[config.mk]
export PLATFORM = sky130hd
export DESIGN_NAME = load_store_unit
export DESIGN_NICKNAME = d
export VERILOG_FILES = /design/src/rtl/load_store_unit.sv
export SDC_FILE = /design/constraint.sdc
export NUM_CORES = 1
export LEC_CHECK = 0
export BUFFER_PORTS_ARGS = -buffer_cell sky130_fd_sc_hd__buf_4
export CORE_MARGIN = 3
export CORE_UTILIZATION = 48
export DETAILED_ROUTE_END_ITERATION = 12
export GPL_TIMING_DRIVEN = 1
export PLACE_DENSITY = 0.8
export SKIP_CTS_REPAIR_TIMING = 1
export SLEW_MARGIN = 0
export SYNTH_ARGS = -nofsm -noshare
export SYNTH_HDL_FRONTEND = slang
export SYNTH_SLANG_ARGS = --single-unit
[constraint.sdc]
create_clock -name clk -period 1.9 [get_ports clk]
set_input_delay 0.285 -clock clk [delete_from_list [all_inputs] [get_ports clk]]
set_output_delay 0.285 -clock clk [all_outputs]
set_load 0.01 [all_outputs]
[src/rtl/load_store_unit.sv]
// Memory-stage load/store unit: decodes legality, drives a request/ready bus
// through an IDLE/BUSY/DONE handshake, and extends load data for writeback.
module load_store_unit (
    input  logic        clk,
    input  logic        rst,
    input  logic        MemReadM,
    input  logic        MemWriteM,
    input  logic [2:0]  Funct3M,
    input  logic [31:0] ALUResultM,
    input  logic [31:0] WriteDataM,
    output logic        mem_req,
    output logic        mem_we,
    output logic [31:0] mem_addr,
    output logic [31:0] mem_wdata,
    output logic [3:0]  mem_wstrb,
    input  logic        mem_ready,
    input  logic [31:0] mem_rdata,
    output logic [31:0] ReadDataM,
    output logic        StallM,
    output logic        MisalignedM
);

    typedef enum logic [1:0] {
        IDLE = 2'd0,
        BUSY = 2'd1,
        DONE = 2'd2
    } state_e;

    state_e      state_q, state_d;
    logic        mem_req_q, mem_req_d;
    logic        mem_we_q, mem_we_d;
    logic [31:0] mem_addr_q, mem_addr_d;
    logic [31:0] mem_wdata_q, mem_wdata_d;
    logic [3:0]  mem_wstrb_q, mem_wstrb_d;
    logic [31:0] read_data_q, read_data_d;
    logic [2:0]  req_funct3_q, req_funct3_d;
    logic [1:0]  req_off_q, req_off_d;

    logic        mem_op_s;
    logic        legal_s;
    logic        access_s;
    logic [3:0]  wstrb_s;
    logic [31:0] wdata_s;

    function automatic logic [31:0] load_extend(input logic [2:0] f3,
                                                input logic [1:0] off,
                                                input logic [31:0] word);
        logic [7:0]  b;
        logic [15:0] h;
        b = word[{off, 3'b000} +: 8];
        h = off[1] ? word[31:16] : word[15:0];
        case (f3)
            3'b000:  load_extend = {{24{b[7]}}, b};
            3'b001:  load_extend = {{16{h[15]}}, h};
            3'b100:  load_extend = {24'd0, b};
            3'b101:  load_extend = {16'd0, h};
            default: load_extend = word;
        endcase
    endfunction

    // Legality decode and store lane formatting from the live M-stage inputs.
    always_comb begin
        mem_op_s = MemReadM | MemWriteM;
        case (Funct3M)
            3'b000:  legal_s = 1'b1;
            3'b001:  legal_s = ~ALUResultM[0];
            3'b010:  legal_s = (ALUResultM[1:0] == 2'b00);
            3'b100:  legal_s = ~MemWriteM;
            3'b101:  legal_s = ~MemWriteM & ~ALUResultM[0];
            default: legal_s = 1'b0;
        endcase
        access_s = mem_op_s & legal_s;
        if (MemWriteM) begin
            case (Funct3M)
                3'b000:  wstrb_s = 4'b0001 << ALUResultM[1:0];
                3'b001:  wstrb_s = 4'b0011 << ALUResultM[1:0];
                3'b010:  wstrb_s = 4'b1111;
                default: wstrb_s = 4'b0000;
            endcase
        end else begin
            wstrb_s = 4'b0000;
        end
        case (Funct3M[1:0])
            2'b00:   wdata_s = {4{WriteDataM[7:0]}};
            2'b01:   wdata_s = {2{WriteDataM[15:0]}};
            default: wdata_s = WriteDataM;
        endcase
    end

    // State register.
    always_ff @(posedge clk) begin
        if (rst) begin
            state_q <= IDLE;
        end else begin
            state_q <= state_d;
        end
    end

    // Next-state logic; DONE always falls back to IDLE after one cycle.
    always_comb begin
        case (state_q)
            IDLE:    state_d = access_s ? BUSY : IDLE;
            BUSY:    state_d = mem_ready ? DONE : BUSY;
            DONE:    state_d = IDLE;
            default: state_d = IDLE;
        endcase
    end

    // Bus and result register updates; BUSY works only from the captured request.
    always_comb begin
        mem_req_d    = mem_req_q;
        mem_we_d     = mem_we_q;
        mem_addr_d   = mem_addr_q;
        mem_wdata_d  = mem_wdata_q;
        mem_wstrb_d  = mem_wstrb_q;
        read_data_d  = read_data_q;
        req_funct3_d = req_funct3_q;
        req_off_d    = req_off_q;
        if ((state_q == IDLE) && access_s) begin
            mem_req_d    = 1'b1;
            mem_we_d     = MemWriteM;
            mem_addr_d   = {ALUResultM[31:2], 2'b00};
            mem_wdata_d  = wdata_s;
            mem_wstrb_d  = wstrb_s;
            req_funct3_d = Funct3M;
            req_off_d    = ALUResultM[1:0];
        end else if ((state_q == BUSY) && mem_ready) begin
            mem_req_d = 1'b0;
            if (!mem_we_q) begin
                read_data_d = load_extend(req_funct3_q, req_off_q, mem_rdata);
            end else begin
                read_data_d = read_data_q;
            end
        end else begin
            mem_req_d = mem_req_q;
        end
    end

    // Datapath registers.
    always_ff @(posedge clk) begin
        if (rst) begin
            mem_req_q    <= 1'b0;
            mem_we_q     <= 1'b0;
            mem_addr_q   <= 32'd0;
            mem_wdata_q  <= 32'd0;
            mem_wstrb_q  <= 4'd0;
            read_data_q  <= 32'd0;
            req_funct3_q <= 3'd0;
            req_off_q    <= 2'd0;
        end else begin
            mem_req_q    <= mem_req_d;
            mem_we_q     <= mem_we_d;
            mem_addr_q   <= mem_addr_d;
            mem_wdata_q  <= mem_wdata_d;
            mem_wstrb_q  <= mem_wstrb_d;
            read_data_q  <= read_data_d;
            req_funct3_q <= req_funct3_d;
            req_off_q    <= req_off_d;
        end
    end

    assign mem_req     = mem_req_q;
    assign mem_we      = mem_we_q;
    assign mem_addr    = mem_addr_q;
    assign mem_wdata   = mem_wdata_q;
    assign mem_wstrb   = mem_wstrb_q;
    assign ReadDataM   = read_data_q;
    assign StallM      = access_s & (state_q != DONE);
    assign MisalignedM = mem_op_s & ~legal_s;

endmodule

[Word-level counts from Yosys, hierarchy flattened]
Index checks and enable logic that the tools add are counted.
Widths: inputs -> output; s select.
Operators by class
  eq/ne operators: 10
  shifts and indexed selects: 3
  mux-type cells: 11
  bitwise operators: 10
  reductions and logical operators: 9
Operators by type and width (count)
  $pmux 32 s4: 1
  $pmux 32 s2: 1
  $shiftx 32x6->8: 1
  $mux 16: 1
  $eq 3x3->1 const B: 4
  $pmux 4 s3: 1
  $eq 3x1->1 const B: 2
  $logic_not 2->1: 3
  $logic_not 3->1: 2
  $not 1->1: 5
  $pmux 1 s5: 1
  $and 1x1->1: 4
  $eq 2x1->1 const B: 2
  $mux 4: 1
  $pmux 2 s2: 1
  $shl 1x2->4 const A: 1
  $shl 2x2->4 const A: 1
  $eq 3x2->1 const B: 1
  $mux 1: 3
  $reduce_and 3->1: 1
  $logic_and 1x1->1: 2
  $mux 2: 1
  $ne 2x2->1 const B: 1
  $reduce_bool 2->1: 1
  $or 1x1->1: 1
Word-level totals
  register bits after elaboration: 107
  bits of input ports: 104
  output and inout bits: 104
  logic and storage cells: 52

[Depth between registers and ports, before layout]
  word-level depth: 7
  depth in mapped cells: 7
  mapped depth without buffers: 4

[Least setup slack after synthesis]
OpenSTA, ideal clock, no wires.
  kind: register to register
  start point: reg req_off_q[1]
  end point: reg read_data_q[16], in the netlist ReadDataM[16]
  arrival time: 1537 ps
  data required time: 1766 ps
  path slack: 229 ps
  stages on the path, launching flop included: 7
  path buffers: 2
  clock period less this slack: 1671 ps
  cell sequence: dfxtp_1 -> buf_2 -> mux2_1 -> or2_1 -> a31oi_4 -> buf_6 -> a211oi_1
On the way
  word-level cells in the longest chain between the ends: 2
RTL lines
  start: declaration: line 37  | logic [1:0] req_off_q, req_off_d;
  start signal: assignment: line 158  | req_off_q <= req_off_d;
  $shiftx 32x6->8 or $mux 16 (tied branches): line 50, 51
  $pmux 32 s4 *: line 52  | case (f3)
  end signal: assignment: line 156  | read_data_q <= read_data_d;
  end: declaration: line 35  | logic [31:0] read_data_q, read_data_d;
Mark *: on every way between the ends. The rest lies on a longest branch, timed or not.
A chain may end at the register's enable or synchronous reset.

[Final worst setup path]
  start point: reg req_off_q[1]
  end point: reg read_data_q[12], in the netlist ReadDataM[12]
Same word-level chain as after synthesis.

==> results.toml <==
[status]
status = "finished clean"

[timing]
fin_tns_setup_ns = 0
fin_crit_sh = 0.904
max_clock_freq_mhz = 583
worst_pin_slew_ns = 0.694
maxSlewViolCount = 0
rsz0062_at_grt = "false"
fin_crit_ns = 1.72
fin_skew_ns = 0.0136
relSlewSlack = 0.537
finalHoldViolCount = 0
finalSetupViolations = 0
setup_ws_ns = 0.183

[routing]
drt-initial-drc-count = 188
ant_nets = 0
vias = 4896
route.detailed.drc = 0
routedWlPerCell_microns = 15.8
drt_wl_total_microns = 14400
drt-vias-per-instance = 5.37
first_pass_iters = 5

[logic_synthesis]
ys_seq_elements = 107
yosysTopAreaCellShare = 0.441
ys_seq_area_frac = 0.441
synth_area_leaders = "dfxtp_1 44%, nand2_1 12%, a21oi_1 6.4%"
synth_cell_types = 40
synth_common_cells = "154 x nand2_1, 107 x dfxtp_1, 62 x a21oi_1"
syn_area_sq_mm = 0.00486
synth-edff-count = 0
synth_cells = 590
synth_most_common_cell = "nand2_1"
yosysWarnings = 0
ys_dominant_reg_cell = "dfxtp_1"
synthArstFlopShare = 0
yosysTopAreaCell = "dfxtp_1"
syn_avg_cell_area_sq_um = 8.23

[cts]
cts_buffers = 9
htree_num_levels = 3
clkTransAtPathRegs_ns = 0.11
tritoncts = "built"
insertion_delay_ns = 0.36
clkSinkCount = 107
cts-root-buf = "clkbuf_8"
cts_buffer_depth = 2

[global_routing]
grt.total_usage = 0.247
grt_max_degree = 54
grt_overflow_total = 0
grt_pass1_vias = 4582
antenna_found_initial = 0
grt_pass1_wl_microns = 22900

[floorplanning]
core-area_sq_mm = 0.00982
die_area_sq_mm = 0.0114
num_rows = 36
fp.dieH_microns = 107
io_pins = 208
dieWidth_microns = 107
start_util = 0.495

[worst_setup_path]
critPathKind = "register to register"
arrival_ns = 1.93
critPathLaunchType = "register"
end_kind = "register"
path_max_fanout = 18
required_ns = 2.12

[final_layout]
n_antenna_cell = 0
fin_nets = 877
layout-drive-gt1-share = 0.343
syn_to_final_growth_pct = 36.9

[placed_design]
pre_cts_slack_ns = 0.0856
place_congestion = 0.895
dp_hpwl_microns = 11000
portBuffers = 205

[run]
drv_cap = 0

[pwr]
leakagePower_nw = 2.78
vdd_drop_max_mv = 0.386
power.density_mw_per_mm2 = 735

[min_path]
hp-class = "input pin to register"
cells by family after synthesis:
| group | share of synthesized area |
|---|---|
| other | 0.000772 |
| AO/OA/AOI/OAI | 0.210 |
| flip-flops | 0.441 |
| multiplexers | 0.0744 |
| AND/OR/NAND/NOR | 0.213 |
| buffers and inverters | 0.0608 |
power by group:
| part | internal, mW | switching (mW) |
|---|---|---|
| clock | 0.571 | 0.794 |
| sequential | 2.38 | 0.0827 |
| combinational | 0.519 | 0.546 |
| total | 3.47 | 1.42 |
path summary, 6_finish.rpt:
check,start,to,slack [ns],depth (start not counted)
hold / removal,ALUResultM[31],mem_addr[31],0.16,3
hold reg to reg,mem_wdata[4],mem_wdata[4],0.46,2
setup reg to reg,req_off_q[1],ReadDataM[12],0.18,4
setup / recovery,req_off_q[1],ReadDataM[12],0.18,4
sequential cells by signal, summed over array words and instances, names as in the netlist:
signal / flops
ReadDataM: 32
mem_wdata: 32
mem_addr: 30
mem_wstrb: 4
req_funct3_q: 3
req_off_q: 2
state_q: 2
mem_req: 1
mem_we: 1
through the flow:
| step | utilization | area (sq um) | power (mW) | cells | hold slack, ns |
|---|---|---|---|---|---|
| floorplan | - | 4860 | 3.06 | 591 | 0.421 |
| global placement | 0.657 | 6450 | 3.55 | 895 | 0.442 |
| detailed placement | 0.657 | 6450 | 3.58 | 895 | 0.447 |
| CTS | 0.677 | 6640 | 4.93 | 911 | 0.144 |
| global route | 0.677 | 6650 | 5.14 | 911 | 0.139 |
| finish | 0.677 | 6650 | 4.89 | 911 | 0.160 |
worst max-delay path: stages, from the launching register on:
cell and delay [ns]:
dfxtp_1 0.36, buf_4 0.25, mux4_2 0.36, a211oi_4 0.40, a2111oi_0 0.21
area by class of cell:
cell class / count / area [sq um]
inverter: 3 / 11.3
sequential: 107 / 2140
multi-input combinational: 428 / 2440
clock inverter: 5 / 43.8
fill: 826 / 3170
timing repair buffer: 224 / 1690
tap: 133 / 166
clock buffer: 11 / 151
layer usage:
metal / vias up / track usage / wire length [microns]
li1: 2405 / - / -
met1: 2263 / 0.326 / 6060
met2: 205 / 0.399 / 6830
met3: 23 / 0.0596 / 1190
met4: 0 / 0.0804 / 276
met5: - / 0 / 0
placed cells by master (no fill, tap or decap), drive strengths merged, types with 11 or more instances in the layout:
master	instances
a21oi	62
mux2i	17
dfxtp	107
clkbuf	11
buf	224
a311oi	15
a211oi	27
o21ai	17
nand2	154
nor2	56
mux2	15
Note: power is estimated with default switching activity, not from simulation.
